[src/rtl/b10_link_pkg.sv]
// Shared types and sizing for the b10 link receiver: handshake FSM states
// and FIFO/counter widths.
package b10_link_pkg;

  localparam int FIFO_DEPTH = 4;
  localparam int DATA_W     = 4;
  localparam int CNT_W      = 8;
  localparam int PTR_W      = 2;
  localparam int OCC_W      = 3;

  typedef enum logic [1:0] {
    IDLE       = 2'd0,
    WAIT_SPACE = 2'd1,
    ACK        = 2'd2
  } state_t;

endpackage

[src/rtl/b10_link_fifo.sv]
// 4-deep first-word fall-through FIFO. A pop on a full FIFO frees the slot
// for a push on the same edge; a pop on an empty FIFO is ignored.
module b10_link_fifo
  import b10_link_pkg::*;
(
  input  logic              clock,
  input  logic              reset,
  input  logic              push,
  input  logic [DATA_W-1:0] push_data,
  input  logic              pop,
  output logic [DATA_W-1:0] rd_data,
  output logic              empty,
  output logic              full,
  output logic [OCC_W-1:0]  count
);

  logic [DATA_W-1:0] mem [FIFO_DEPTH];
  logic [PTR_W-1:0]  wr_ptr;
  logic [PTR_W-1:0]  rd_ptr;
  logic [OCC_W-1:0]  occ;
  logic              pop_ok;
  logic              push_ok;

  assign empty   = (occ == '0);
  assign full    = (occ == OCC_W'(FIFO_DEPTH));
  assign count   = occ;
  assign pop_ok  = pop && !empty;
  assign push_ok = push && (!full || pop_ok);

  // Head is forced to zero while empty so stale storage never reaches the port.
  assign rd_data = empty ? '0 : mem[rd_ptr];

  // NOTE: sequential state uses non-blocking assignments so every flop samples pre-edge values.
  always_ff @(posedge clock) begin
    if (!reset) begin
      wr_ptr <= '0;
      rd_ptr <= '0;
      occ    <= '0;
    end else begin
      if (push_ok) wr_ptr <= wr_ptr + PTR_W'(1);
      if (pop_ok)  rd_ptr <= rd_ptr + PTR_W'(1);
      unique case ({push_ok, pop_ok})
        2'b10:   occ <= occ + OCC_W'(1);
        2'b01:   occ <= occ - OCC_W'(1);
        default: occ <= occ;
      endcase
    end
  end

  // NOTE: storage is deliberately not reset; the occupancy flush and rd_data gating make it invisible.
  always_ff @(posedge clock) begin
    if (push_ok) mem[wr_ptr] <= push_data;
  end

endmodule

[src/rtl/b10_link_rx.sv]
// Receive side of the b10 link: 4-phase cts/rtr handshake into a small FIFO,
// with an accepted-word counter and a sticky protocol-violation flag.
module b10_link_rx
  import b10_link_pkg::*;
(
  input  logic              clock,
  input  logic              reset,
  input  logic              cts,
  input  logic [DATA_W-1:0] v_data,
  output logic              rtr,
  input  logic              rd_en,
  output logic [DATA_W-1:0] rd_data,
  output logic              empty,
  output logic              full,
  output logic [OCC_W-1:0]  count,
  output logic [CNT_W-1:0]  rx_words,
  output logic              proto_err
);

  state_t            state;
  state_t            next_state;
  logic [DATA_W-1:0] hold;
  logic              hold_load;
  logic              push;
  logic [DATA_W-1:0] push_data;
  logic              err_set;
  logic              fifo_full;
  logic              space;

  // A pop on a full FIFO retires first, so it counts as space this cycle.
  assign space = !fifo_full || rd_en;
  assign full  = fifo_full;
  assign rtr   = (state == ACK);

  always_ff @(posedge clock) begin
    if (!reset) begin
      state     <= IDLE;
      hold      <= '0;
      rx_words  <= '0;
      proto_err <= 1'b0;
    end else begin
      state <= next_state;
      if (hold_load) hold      <= v_data;
      if (push)      rx_words  <= rx_words + CNT_W'(1);
      if (err_set)   proto_err <= 1'b1;
    end
  end

  // NOTE: every always_comb output gets a default first so no path infers a latch.
  always_comb begin
    next_state = state;
    hold_load  = 1'b0;
    push       = 1'b0;
    push_data  = v_data;
    err_set    = 1'b0;
    unique case (state)
      IDLE: begin
        if (cts) begin
          if (space) begin
            push       = 1'b1;
            next_state = ACK;
          end else begin
            hold_load  = 1'b1;
            next_state = WAIT_SPACE;
          end
        end
      end
      WAIT_SPACE: begin
        push_data = hold;
        if (!cts) begin
          err_set    = 1'b1;
          next_state = IDLE;
        end else begin
          if (v_data != hold) err_set = 1'b1;
          if (space) begin
            push       = 1'b1;
            next_state = ACK;
          end
        end
      end
      ACK: begin
        if (!cts) next_state = IDLE;
      end
      default: next_state = IDLE;
    endcase
  end

  b10_link_fifo u_fifo (
    .clock     (clock),
    .reset     (reset),
    .push      (push),
    .push_data (push_data),
    .pop       (rd_en),
    .rd_data   (rd_data),
    .empty     (empty),
    .full      (fifo_full),
    .count     (count)
  );

endmodule

[config.mk]
export PLATFORM = sky130hd
export DESIGN_NAME = b10_link_rx
export DESIGN_NICKNAME = d
export VERILOG_FILES = /design/src/rtl/b10_link_pkg.sv /design/src/rtl/b10_link_fifo.sv /design/src/rtl/b10_link_rx.sv
export SDC_FILE = /design/constraint.sdc
export NUM_CORES = 1
export LEC_CHECK = 0
export BUFFER_PORTS_ARGS = -buffer_cell sky130_fd_sc_hd__buf_4
export CORE_ASPECT_RATIO = 0.6
export CORE_MARGIN = 1
export CORE_UTILIZATION = 43
export DETAILED_ROUTE_END_ITERATION = 8
export PLACE_DENSITY = 0.66
export SLEW_MARGIN = 20
export SYNTH_ARGS = -nofsm -noshare
export SYNTH_HDL_FRONTEND = slang
export SYNTH_SLANG_ARGS = --single-unit
[constraint.sdc]
create_clock -name clock -period 3.29 [get_ports clock]
set_clock_uncertainty 0.2 [all_clocks]
set_input_delay 0.1645 -clock clock [delete_from_list [all_inputs] [get_ports clock]]
set_output_delay 0.1645 -clock clock [all_outputs]
set_load 0.02 [all_outputs]
======== Yosys cells after proc, flatten, opt, wreduce, memory -nomap -nowiden ========
Memory sizes are Yosys's and may differ from the RTL's. A register that Yosys moved wholly into a read port is not among the register bits.
Cells that the tools add are included.
word-level totals
  memories kept ........................... 1
  output and inout port bits .............. 19
  word-level logic and storage cells ...... 55
  RAM bits ................................ 16
  input bits .............................. 8
  flip-flop bits (word level) ............. 22
cells by class
  eq/ne operators ......................... 9
  add/subtract/negate cells ............... 5
  muxes and demuxes ....................... 22
  reduce and logical (&&, ||, !) cells .... 11
memory list
  name        words  width  read ports  clocked after Yosys merged registers in  write ports  line                 text
  u_fifo.mem  4      4      1           1                                        1            b10_link_fifo.sv:17  logic [DATA_W-1:0] mem [FIFO_DEPTH];
operators with widths
  cell                   number
  $mux W2                7
  $mux W1                11
  $add A8 B1 Y8 const B  1
  $mux W4                2
  $pmux W2 S3            1
  $pmux W3 S2            1
  $add A2 B1 Y2 const B  2
  $eq A2 B1 Y1 const B   2
  $eq A2 B2 Y1 const B   2
  $ne A2 B2 Y1 const B   2
  $ne A4 B4 Y1           1
  $add A3 B1 Y3 const B  1
  $eq A3 B3 Y1 const B   1
  $logic_not A3 Y1       1
  $ne A3 B3 Y1 const B   1
  $reduce_and A3 Y1      1
  $sub A3 B1 Y3 const B  1
  $logic_and A1 B1 Y1    2
  $logic_not A1 Y1       2
  $logic_not A2 Y1       1
  $logic_or A1 B1 Y1     2
  $reduce_bool A2 Y1     1
  $reduce_or A2 Y1       1

======== Logic depth before layout (Yosys ltp) ========
Gate-level depths: netlist of the first run.
  word-level depth ........................ 9
  mapped depth ............................ 9
  gate-level depth less buffers ........... 8

======== Modules after synthesis ========
Synthesis of the first run repeated with hierarchy kept, for this count alone.
unflattened totals
  cell total of the unflattened synthesis .. 171
  area, all modules ....................... 1936.9 um^2
by module, submodules not included
  module         seq. area each (um^2)  cells an instance  times used  area each (um^2)
  b10_link_fifo  660.6                  92                 1           1169.9
  b10_link_rx    300.3                  79                 1           767.0

======== Least setup slack after synthesis of the first run ========
No wires, ideal clock.
  kind .................................... reg-to-reg
  from .................................... register u_fifo.occ[0] (netlist: u_fifo.count[0])
  to ...................................... register u_fifo.occ[2] (netlist: u_fifo.count[2])
  library setup time ...................... 0.072 ns
  stages on the path, launching flop included .. 10
  required time ........................... 3.018 ns
  arrival ................................. 2.349 ns
  period minus slack after synthesis ...... 2.621 ns
  slack ................................... 0.669 ns
  buffers on the path ..................... 1
  cells stage by stage .................... dfxtp_1 -> or4b_1 -> buf_2 -> nand2_1 -> ha_1 -> inv_1 -> fa_1 -> xor2_1 -> or3_1 -> a21oi_1
on the way
  cells in the longest elaborated chain, start to end .. 9
  elaborated cells between the ends (all ways) .. 17
  those cells by class .................... 2 x add/sub; 3 x eq/ne; 4 x mux; 8 x reduce/logical
ends and longest elaborated chain
  what                                                      line                                    text
  start, declared                                           b10_link_fifo.sv:20                     logic [OCC_W-1:0] occ;
  start signal, assigned                                    b10_link_fifo.sv:43                     2'b10: occ <= occ + OCC_W'(1);
  start signal, assigned                                    b10_link_fifo.sv:44                     2'b01: occ <= occ - OCC_W'(1);
  $eq A3 B3 Y1                                              b10_link_fifo.sv:25                     assign full = (occ == OCC_W'(FIFO_DEPTH));
  $logic_not A1 Y1                                          b10_link_fifo.sv:28, b10_link_rx.sv:31
  $logic_or A1 B1 Y1                                        b10_link_rx.sv:31                       assign space = !fifo_full || rd_en;
  $mux W1                                                   b10_link_rx.sv:59, b10_link_rx.sv:75
  $mux W1                                                   b10_link_rx.sv:58                       if (cts) begin
  $mux W1                                                   n/a
  $logic_and A1 B1 Y1                                       b10_link_fifo.sv:28                     assign push_ok = push && (!full || pop_ok);
  $eq A2 B1 Y1 / $eq A2 B2 Y1 (equally long branches)       b10_link_fifo.sv:42                     unique case ({push_ok, pop_ok})
  $pmux W3 S2 / $reduce_bool A2 Y1 (equally long branches)  n/a
Several ways; a longest one is shown, not always the timed one.
A chain may end at the register's enable or synchronous reset.

======== Worst setup path in the final report of the first run ========
Same ends and word-level chain as after synthesis.

==> key figures, run 1 <==
Yosys
  • Main synth FF type: dfxtp_1
  • Yosys cell types: 34
  • Post-synth ARST share: 0%
  • Synthesized area: roughly 1800 µm²
  • Post-Syn Nets: between 150 and 200
  • Mean post-synth cell area: around 11 µm²
  • Post-synthesis mux area share: between 10% and 20%
  • Yosys warnings: 0
  • Post-Synth XOR/XNOR Area: under 10%
  • Post-synth EDFFs: 16
  • Synth top area share: a little over a quarter
  • Synth Area in Adders: between 5 and 6%
  • Cell type with the largest total area after synthesis: dfxtp_1
  • Post-synthesis compound-gate area fraction: under 10%
  • Post-Synthesis Cells: roughly 160
  • #FFs+latches synth: 40
  • Seq/Total Area, Yosys: a little over half
  • Top post-synthesis cells by area: dfxtp_1, edfxtp_1, mux4_2
  • Main combinational cell family by area after synthesis: simple AND/OR/NAND/NOR gates
  • Simple-gate portion of the synthesized area: between 10% and 20%

STA
  • WHS: 138 ps
  • # setup viols final: 0
  • Fmax: approximately 350 MHz
  • Fin. max-slew vios: 0
  • Tmin final: between 2000 and 3000 ps
  • Final Hold Viols: 0
  • Slew @ Worst Pin: between 500 and 600 ps
  • Final worst slack: 453 ps
  • Unrepaired setup endpoints after global routing: false
  • Part of the cycle the worst path needs: 86.2%
  • Setup TNS: 0 ps
  • Max-slew headroom at the worst pin: between 60% and 70%

Final layout
  • Antenna Cells: 0
  • Share of layout cells above drive strength 1: a little over a fifth
  • Area grow syn2layout: 24.6%
  • Layout Nets: about 220
  • Final non-filler cell total: ~260
  • Final Cell Area: about 2300 µm²

Global route
  • GRT Overall Usage: a little under a fifth
  • Initial antenna violation count: 0
  • Vias in the first global route: ~1300
  • Global-route wire length before repair: slightly above 6000 µm
  • Largest net degree at the start of global routing: 19
  • GRT Residual Overflow: 0

Die
  • Chip height: 52.6 µm
  • Rows: 17
  • Initial cell density of the core: around 47%
  • CORE AREA: 3870 µm²
  • Die width: between 80 and 90 µm
  • Io pins: 27
  • Die ar.: around 4500 µm²

Setup path
  • Critical path arrival: 2840 ps
  • Worst Setup End Kind: register
  • Crit start category: register
  • Critical path peak fanout: 10
  • Kind of critical path: register to register
  • Worst path cell trace: or4b_1 -> nand2_1 -> ha_1 -> inv_1 -> fa_1 -> xor2_1 -> or3_1 -> a21oi_1
  • Worst EP required: approximately 3300 ps
  • WP buf/inv: 1
  • CP max stage delay: 750 ps
  • CP max stage cell: or4b_1
  • Crit path max-delay family: simple AND/OR/NAND/NOR gates

Clock tree
  • CTS tree: built
  • CTS max path bufs: 2
  • CTS sink cnt: 40
  • CTS Buf Count: 5
  • H-tree Lvls: 2
  • Clk slew on worst S/H paths: 70 ps
  • Clk Latency, worst-skew pair: around 280 ps
  • Clock root buffer master: clkbuf_8

Status
  • Status: completed

Place
  • Routability congestion estimate: 0.778
  • Placed cells: around 240
  • Input/output buffers: 26
  • Hpwl dp: 2690 µm
  • Area post-placement: between 2000 and 2500 µm²
  • Post-Place Setup Slack: between 400 and 500 ps

Power
  • Leakage: about 0.85 nW
  • Peak VDD IR: approximately 0.22 mV
  • PwrDens: around 590 nW/µm²

Route
  • Average wire per standard cell: approximately 14 µm
  • Vias: around 1300
  • Post-route DRC: 0
  • Post-Route WL: roughly 3700 µm
  • DRT Pass-1 Iters: 4
  • DRT iter0 DRCs: 70
  • Vias per cell: about 5.2
  • Routed Antenna Nets: 0

Job
  • # Max-Cap Violations: 0

Min path
  • HP Class: primary input to register
-- path summary, 6_finish.rpt --
kind	from	endpoint	slack, ps	depth (start not counted)
setup / recovery	u_fifo.count[0]$_SDFFE_PN0P_	u_fifo.count[2]$_SDFFE_PN0P_	450	8
hold / removal	rd_en	register	140	4
setup reg to reg	u_fifo.count[0]$_SDFFE_PN0P_	u_fifo.count[2]$_SDFFE_PN0P_	450	8
hold reg to reg	rx_words[7]$_SDFFE_PN0P_	rx_words[7]$_SDFFE_PN0P_	270	2
-- layout make-up --
class                           count  area (µm²)
Fill cell                         344        1590
Clock inverter                      1        3.75
Inverter                            8        30.0
Sequential cell                    40         961
Clock buffer                        7        76.3
Timing Repair Buffer               39         320
Multi-Input combinational cell    109         820
Tap cell                           57        71.3
-- stage by stage --
stage,util (%),power [mW]
after detailed placement,54.0,1.05
after floorplan,-,0.880
final,59.0,1.34
after CTS,59.0,1.36
after global placement,54.0,1.03
after global routing,59.0,1.42
-- layer usage --
metal	vias to the layer above	track usage (%)	part of all wire [%]
met5	-	0	0
met4	0	6.67	0.38
met3	2	5.51	4.7
met2	34	27.0	42
met1	636	25.5	52
li1	674	-	-
-- cells by family after synthesis --
logic type | after synthesis
simple gates | 55
flops | 40
compound gates | 27
buf+inv | 13
mux | 13
xor+xnor | 7
fa+ha+maj | 7
-- worst register-to-register path: stages, from the launching register on --
cell and delay (ps):
dfxtp_1 390, or4b_1 750, nand2_1 190, ha_1 190
inv_1 60, fa_1 370, xor2_1 160, or3_1 300
a21oi_1 150
-- cells in the mapped netlist, types with 5 or more instances --
cell	number
nand3_1	5
and3_1	6
nand2_1	12
nor2b_1	6
nor2_1	5
a21oi_1	14
ha_1	6
edfxtp_1	16
dfxtp_1	24
inv_1	7
o21ai_0	7
xor2_1	6
mux2i_1	5
-- repair_timing --
action                    in CTS  in global routing
hold buffers                  11                  0
buffers inserted               0                  0
hold endpoints to repair       6                  0
resized for setup              0                  0
-- layout by cell type, fill, tap and decap left out, types with 5 or more instances in the layout --
cell type	n
ha_1	6
nor2_1	5
dlygate4sd3_1	11
inv_1	7
o21ai_0	7
dfxtp_1	24
nor2b_1	6
a21oi_1	14
nand3_1	5
xor2_1	6
buf_4	28
clkbuf_8	5
nand2_1	12
and3_1	6
mux2i_1	5
edfxtp_1	16
-- registers in the layout, summed over array words and instances (netlist names), named ones only --
name and flops:
proto_err 1, u_fifo.count 3, hold 4, state 2, rx_words 8, u_fifo.rd_ptr 2
u_fifo.mem 16, u_fifo.wr_ptr 2
-- where the power goes --
| part | total [mW] | switching [mW] | leakage [nW] | internal [mW] |
|---|---|---|---|---|
| Sequential | 0.616 | 0.0538 | 0.341 | 0.562 |
| Combinational | 0.425 | 0.228 | 0.470 | 0.197 |
| Clock | 0.300 | 0.153 | 0.0399 | 0.148 |
Note: power is estimated with default switching activity, not from simulation.
==> run 2: changes to the inputs <==
- CORE_UTILIZATION: 43 -> 30
- PLACE_DENSITY: 0.66 -> 0.5
==> run 2 against run 1 <==
Sequential power barely moved. Total power is 7.9% higher. Final cell count rose by 8.0%. Via count increased by 0.67%. Critical path type unchanged. Highest routed layer unchanged.
==> key figures, run 2 (same netlist as run 1, synthesis figures left out) <==
Clock tree
  • CTS max path bufs: 2 (unchanged)
  • Clk Latency, worst-skew pair: 280 ps (about the same)
  • CTS sink cnt: 40 (unchanged)
  • Clk slew on worst S/H paths: 90 ps (was 70 ps)
  • Post-CTS sizing: 0 (unchanged)
  • Clock root buffer master: clkbuf_8 (unchanged)
  • CTS Buf Count: 5 (unchanged)
  • Cts hold-fix bufs: 9 (was 11)
  • H-tree Lvls: 2 (unchanged)
  • CTS tree: built (unchanged)
  • Post-CTS setup buffer count: 0 (unchanged)

Route
  • M1 WL: 1880 µm (was 1950 µm)
  • Routed wl met2: 1680 µm (was 1580 µm)
  • DRT Pass-1 Iters: 4 (unchanged)
  • Post-route DRC: 0 (unchanged)
  • Vias per cell: 4.80 (was 5.16)
  • Max Used Layer: met4 (unchanged)
  • DRT iter0 DRCs: 81 (was 70)
  • Routed Antenna Nets: 0 (unchanged)
  • Vias: 1355 (was 1346)
  • Average wire per standard cell: 13.6 µm (was 14.2 µm)
  • Post-Route WL: 3850 µm (was 3720 µm)
  • Met3 WL: 268 µm (was 175 µm)

Final layout
  • Largest register FFs: 16 (unchanged)
  • Antenna Cells: 0 (unchanged)
  • Commonest non-fill, non-tap cell in the layout: buf_4 (unchanged)
  • Final Util: 40.6% (was 59.0%)
  • Biggest registers after layout: u_fifo.mem x16, rx_words x8, hold x4 (unchanged)
  • Area grow syn2layout: 27.0% (was 24.6%)
  • Most flop-heavy register: u_fifo.mem (unchanged)
  • Fillcell total: 589 (was 344)
  • Most frequent cells in the layout: buf_4, dfxtp_1, edfxtp_1 (unchanged)
  • Share of layout cells above drive strength 1: 22.8% (was 21.1%)
  • Layout Nets: 216 (was 218)

Die
  • Io pins: 27 (unchanged)
  • CORE AREA: 5730 µm² (was 3870 µm²)
  • Initial cell density of the core: 32.0% (was 47.3%)
  • Chip height: 62.5 µm (was 52.6 µm)
  • Rows: 21 (was 17)
  • Die width: 103 µm (was 86.3 µm)
  • Die ar.: 6430 µm² (was 4530 µm²)

Global route
  • Global-route wire length before repair: 6310 µm (was 6050 µm)
  • GRT Residual Overflow: 0 (unchanged)
  • Initial antenna violation count: 0 (unchanged)
  • GRT Overall Usage: 13.0% (was 18.3%)
  • Largest net degree at the start of global routing: 19 (unchanged)
  • Vias in the first global route: 1349 (was 1277)

Setup path
  • Worst Setup End Kind: register (unchanged)
  • R2R setup slack: 490 ps (was 450 ps)
  • Worst r2r dst: u_fifo.count[2]$_SDFFE_PN0P_ (unchanged)
  • Worst EP required: 3300 ps (was 3290 ps)
  • Worst reg-to-reg path cell count: 8 (unchanged)
  • Critical path peak fanout: 10 (unchanged)
  • Critical path arrival: 2810 ps (was 2840 ps)
  • Crit start category: register (unchanged)
  • Launching point of the worst reg2reg path: u_fifo.count[0]$_SDFFE_PN0P_ (unchanged)
  • Kind of critical path: register to register (unchanged)

STA
  • Fmax: 357 MHz (was 353 MHz)
  • Max-slew headroom at the worst pin: 66.2% (was 66.3%)
  • Part of the cycle the worst path needs: 85.1% (was 86.2%)
  • Setup TNS: 0 ps (unchanged)
  • Slew @ Worst Pin: 503 ps (was 502 ps)
  • Unrepaired setup endpoints after global routing: false (unchanged)
  • Final Hold Viols: 0 (unchanged)
  • Tmin final: 2800 ps (was 2840 ps)
  • Fin. max-slew vios: 0 (unchanged)
  • # setup viols final: 0 (unchanged)

Min path
  • Hold Startpoint: rd_en (unchanged)
  • Hold path cells: 4 (unchanged)
  • HP Class: primary input to register (unchanged)
  • Hold Path End: u_fifo.rd_ptr[0]$_SDFFE_PN0P_

Power
  • Peak VDD IR: 0.203 mV (was 0.223 mV)
  • Leakage: 0.864 nW (was 0.851 nW)
  • PwrDens: 622 nW/µm² (was 588 nW/µm²)

Status
  • Status: completed (unchanged)

Place
  • Input/output buffers: 26 (unchanged)
  • Hpwl dp: 2850 µm (was 2690 µm)
  • Routability congestion estimate: 0.750 (was 0.778)

Job
  • # Max-Cap Violations: 0 (unchanged)
run 2: cell count changes in the layout (fill, tap and decap cells not counted):
cell           before  now
clkbuf_1            2    0
clkinv_1            2    1
bufinv_16           0    1
clkinv_4            0    2
dlygate4sd3_1      11    9
run 2: per-stage QoR:
step | setup WS [ps] | cell area, µm² | hold WS [ps] | instances | total power [mW]
after global placement | 589 | 2120 | 243 | 265 | 1.03
after CTS | 491 | 2330 | 116 | 282 | 1.47
after detailed placement | 505 | 2120 | 252 | 265 | 1.05
after floorplan | 669 | 1830 | 105 | 162 | 0.880
after global routing | 301 | 2330 | 127 | 282 | 1.53
final | 491 | 2330 | 117 | 282 | 1.45
run 2: report_power, final:
group          internal, mW  switching [mW]
Combinational         0.195           0.228
Sequential            0.562          0.0515
Clock                 0.229           0.183
Total                 0.986           0.462
run 2: worst max path at each step:
stage	startpoint	end	slack, ps
2_1_floorplan	u_fifo.count[0]$_SDFFE_PN0P_	u_fifo.count[2]$_SDFFE_PN0P_	670
3_3_place_gp	u_fifo.count[0]$_SDFFE_PN0P_	u_fifo.count[2]$_SDFFE_PN0P_	590
3_5_place_dp	u_fifo.count[0]$_SDFFE_PN0P_	u_fifo.count[2]$_SDFFE_PN0P_	510
4_1_cts	u_fifo.count[0]$_SDFFE_PN0P_	u_fifo.count[2]$_SDFFE_PN0P_	490
5_1_grt	u_fifo.count[0]$_SDFFE_PN0P_	u_fifo.count[2]$_SDFFE_PN0P_	300
6_report	u_fifo.count[0]$_SDFFE_PN0P_	u_fifo.count[2]$_SDFFE_PN0P_	490
run 2: layer usage:
layer	vias up	GRT usage, %
met5	-	0
li1	673	-
met1	640	18.9
met2	40	18.7
met4	0	3.17
met3	2	3.91
run 2: area by class of cell:
class	count	area (µm²)	share of cell area, %
flip-flops and latches	40	961	41.3
multi-input cells	109	820	35.2
repair buffers	37	300	12.9
well taps	80	100	4.30
clock buffers	5	68.8	2.96
clock inverters	3	47.5	2.04
inverters	8	30.0	1.29
run 2: critical path, cell delays in order (launching register included):
cell and delay, ps:
dfxtp_1 380, or4b_1 750, nand2_1 190, ha_1 190, inv_1 60, fa_1 370, xor2_1 150, or3_1 300
a21oi_1 130
==> run 3: changes to the inputs <==
- SYNTH_HIERARCHICAL: unset -> 1
==> run 3 against run 2 <==
Synthesized cell count grew 5.6%. Utilization decreased by 1.9 points. Non-clock buffer count down 4. Setup slack improved by 370 ps. Count of clock-buffer cells in the layout stayed put. Combinational power down 44%. Critical endpoint is now u_fifo/count[2]$_SDFFE_PN0P_. Largest power group unchanged. Highest routed layer unchanged.
==> key figures, run 3 <==
Die
  • Chip height: 64.2 µm (was 62.5 µm)
  • Io pins: 27 (unchanged)
  • Rows: 22 (was 21)
  • Die width: 106 µm (was 103 µm)
  • Initial cell density of the core: 31.4% (was 32.0%)
  • CORE AREA: 6170 µm² (was 5730 µm²)
  • Die ar.: 6790 µm² (was 6430 µm²)

Min path
  • HP Class: primary input to register (unchanged)

STA
  • Part of the cycle the worst path needs: 73.8% (was 85.1%)
  • Slew @ Worst Pin: 803 ps (was 503 ps)
  • Fmax: 412 MHz (was 357 MHz)
  • Final Hold Viols: 0 (unchanged)
  • Tmin final: 2430 ps (was 2800 ps)
  • Unrepaired setup endpoints after global routing: false (unchanged)
  • Max-slew headroom at the worst pin: 46.1% (was 66.2%)
  • Fin. max-slew vios: 0 (unchanged)
  • Final worst slack: 861 ps (was 491 ps)
  • # setup viols final: 0 (unchanged)
  • Setup TNS: 0 ps (unchanged)

Route
  • DRT iter0 DRCs: 43 (was 81)
  • Met3 WL: 129 µm (was 268 µm)
  • Vias per cell: 4.47 (was 4.80)
  • Vias: 1295 (was 1355)
  • M1 WL: 2220 µm (was 1880 µm)
  • Routed Antenna Nets: 0 (unchanged)
  • Average wire per standard cell: 12.9 µm (was 13.6 µm)
  • Post-route DRC: 0 (unchanged)
  • Max Used Layer: met4 (unchanged)
  • Post-Route WL: 3750 µm (was 3850 µm)
  • Routed wl met2: 1340 µm (was 1680 µm)
  • DRT Pass-1 Iters: 4 (unchanged)

Final layout
  • Antenna Cells: 0 (unchanged)
  • Biggest registers after layout: u_fifo/mem x16, rx_words x8, hold x4 (was u_fifo.mem x16, rx_words x8, hold x4)
  • Commonest non-fill, non-tap cell in the layout: buf_4 (unchanged)
  • Final non-filler cell total: 290 (was 282)
  • Largest register FFs: 16 (unchanged)
  • Most frequent cells in the layout: buf_4, dfxtp_1, nor2_1 (was buf_4, dfxtp_1, edfxtp_1)
  • Layout Nets: 219 (was 216)
  • Share of layout cells above drive strength 1: 24.8% (was 22.8%)
  • Final Util: 38.7% (was 40.6%)
  • Most flop-heavy register: u_fifo/mem (was u_fifo.mem)
  • Area grow syn2layout: 23.3% (was 27.0%)

Global route
  • Initial antenna violation count: 0 (unchanged)
  • Global-route wire length before repair: 6200 µm (was 6310 µm)
  • GRT Overall Usage: 12.3% (was 13.0%)
  • Vias in the first global route: 1190 (was 1349)
  • GRT Residual Overflow: 0 (unchanged)
  • Largest net degree at the start of global routing: 18 (was 19)

Setup path
  • Kind of critical path: register to register (unchanged)
  • Worst Setup End Kind: register (unchanged)
  • Crit start category: register (unchanged)
  • Critical path arrival: 2450 ps (was 2810 ps)
  • Critical path peak fanout: 12 (was 10)
  • Worst EP required: 3320 ps (was 3300 ps)

Yosys
  • Cell type with the largest total area after synthesis: dfxtp_1 (unchanged)
  • Post-synth top cells: dfxtp_1, nor2_1, edfxtp_1 (was dfxtp_1, edfxtp_1, a21oi_1)
  • Main synth FF type: dfxtp_1 (unchanged)
  • Synth top area share: 24.8% (was 26.2%)
  • Synthesized area: 1940 µm² (was 1830 µm²)
  • Yosys cell types: 44 (was 34)
  • #FFs+latches synth: 40 (unchanged)
  • Mean post-synth cell area: 11.3 µm² (about the same)
  • Post-Syn Nets: 185 (was 177)
  • Seq/Total Area, Yosys: 49.6% (was 52.5%)
  • Most numerous cell in the Yosys netlist: dfxtp_1 (unchanged)
  • Yosys warnings: 6 (was 0)
  • Post-synth ARST share: 0% (unchanged)
  • Top post-synthesis cells by area: dfxtp_1, edfxtp_1, mux4_2 (unchanged)
  • Post-synth EDFFs: 16 (unchanged)
  • Post-Synthesis Cells: 171 (was 162)

Clock tree
  • CTS sink cnt: 40 (unchanged)
  • Post-CTS setup buffer count: 0 (unchanged)
  • Clock root buffer master: clkbuf_8 (unchanged)
  • H-tree Lvls: 2 (unchanged)
  • Clk Latency, worst-skew pair: 290 ps (was 280 ps)
  • CTS Buf Count: 5 (unchanged)
  • CTS tree: built (unchanged)
  • CTS max path bufs: 2 (unchanged)
  • Clk slew on worst S/H paths: 80 ps (was 90 ps)

Power
  • Peak VDD IR: 0.217 mV (was 0.203 mV)
  • PwrDens: 514 nW/µm² (was 622 nW/µm²)
  • Total power draw: 1.23 mW (was 1.45 mW)
  • Leakage: 0.886 nW (was 0.864 nW)

Place
  • Hpwl dp: 2720 µm (was 2850 µm)
  • Routability congestion estimate: 0.731 (was 0.750)
  • Post-Place Setup Slack: 900 ps (was 505 ps)
  • Placed cells: 276 (was 265)
  • Input/output buffers: 26 (unchanged)

Status
  • Status: completed (unchanged)

Job
  • # Max-Cap Violations: 0 (unchanged)
==> run 3: routing by layer <==
layer | track usage, % | up-vias
met4 | 5.73 | 0
met3 | 3.88 | 5
li1 | - | 673
met1 | 18.9 | 592
met2 | 15.0 | 25
met5 | 0 | -
==> run 3: per-stage QoR <==
stage	area [µm²]	hold slack, ps
6_report	2390	98.6
5_1_grt	2390	124
4_1_cts	2390	81.9
3_5_place_dp	2210	243
3_3_place_gp	2210	228
2_1_floorplan	1940	105
==> run 3: critical path, cell delays in order (launching register included) <==
cell,delay (ps)
dfxtp_1,560
nor2_1,130
and2_1,210
and2b_4,200
nor2_1,140
inv_1,80
nand2b_1,100
fa_1,190
nand3b_1,90
or3_1,310
a31oi_1,160
==> run 3: repair_timing <==
item / 4_1_cts / 5_1_grt
hold buffers: 6 / 0
gates resized for setup: 0 / 0
endpoints found under the hold margin: 7 / 0
==> run 3: report_power, final <==
part / switching, mW / total, mW / leakage, nW / internal, mW
registers: 0.0338 / 0.577 / 0.341 / 0.544
logic: 0.127 / 0.237 / 0.486 / 0.110
clock network: 0.185 / 0.414 / 0.0583 / 0.229
total: 0.346 / 1.23 / 0.886 / 0.882
==> run 3: logic make-up (layout without fill, tap and decap cells) <==
family,Yosys count,count (layout),synth area share (%)
XOR/XNOR,13,13,5.88
multiplexers,13,13,9.56
flip-flops,40,40,49.6
AND/OR/NAND/NOR,64,64,20.5
adder cells (fa/ha/maj),6,6,4.26
buffers and inverters,15,50,3.49
AO/OA/AOI/OAI,20,20,6.72
==> run 3: final cells by class <==
cell class | instances | area, µm²
multi-input combinational | 116 | 908
clock inverter | 3 | 47.5
inverter | 9 | 33.8
fill | 610 | 3780
tap | 84 | 105
sequential | 40 | 961
timing repair buffer | 33 | 263
clock buffer | 5 | 68.8
==> run 3: final timing paths <==
check                               start                           end  slack, ps  cells past startpoint
min reg2reg      rx_words[7]$_SDFFE_PN0P_      rx_words[7]$_SDFFE_PN0P_        280                      2
min                                 rd_en  u_fifo/count[2]$_SDFFE_PN0P_        100                      3
max reg2reg  u_fifo/count[0]$_SDFFE_PN0P_  u_fifo/count[2]$_SDFFE_PN0P_        860                     10
max          u_fifo/count[0]$_SDFFE_PN0P_  u_fifo/count[2]$_SDFFE_PN0P_        860                     10
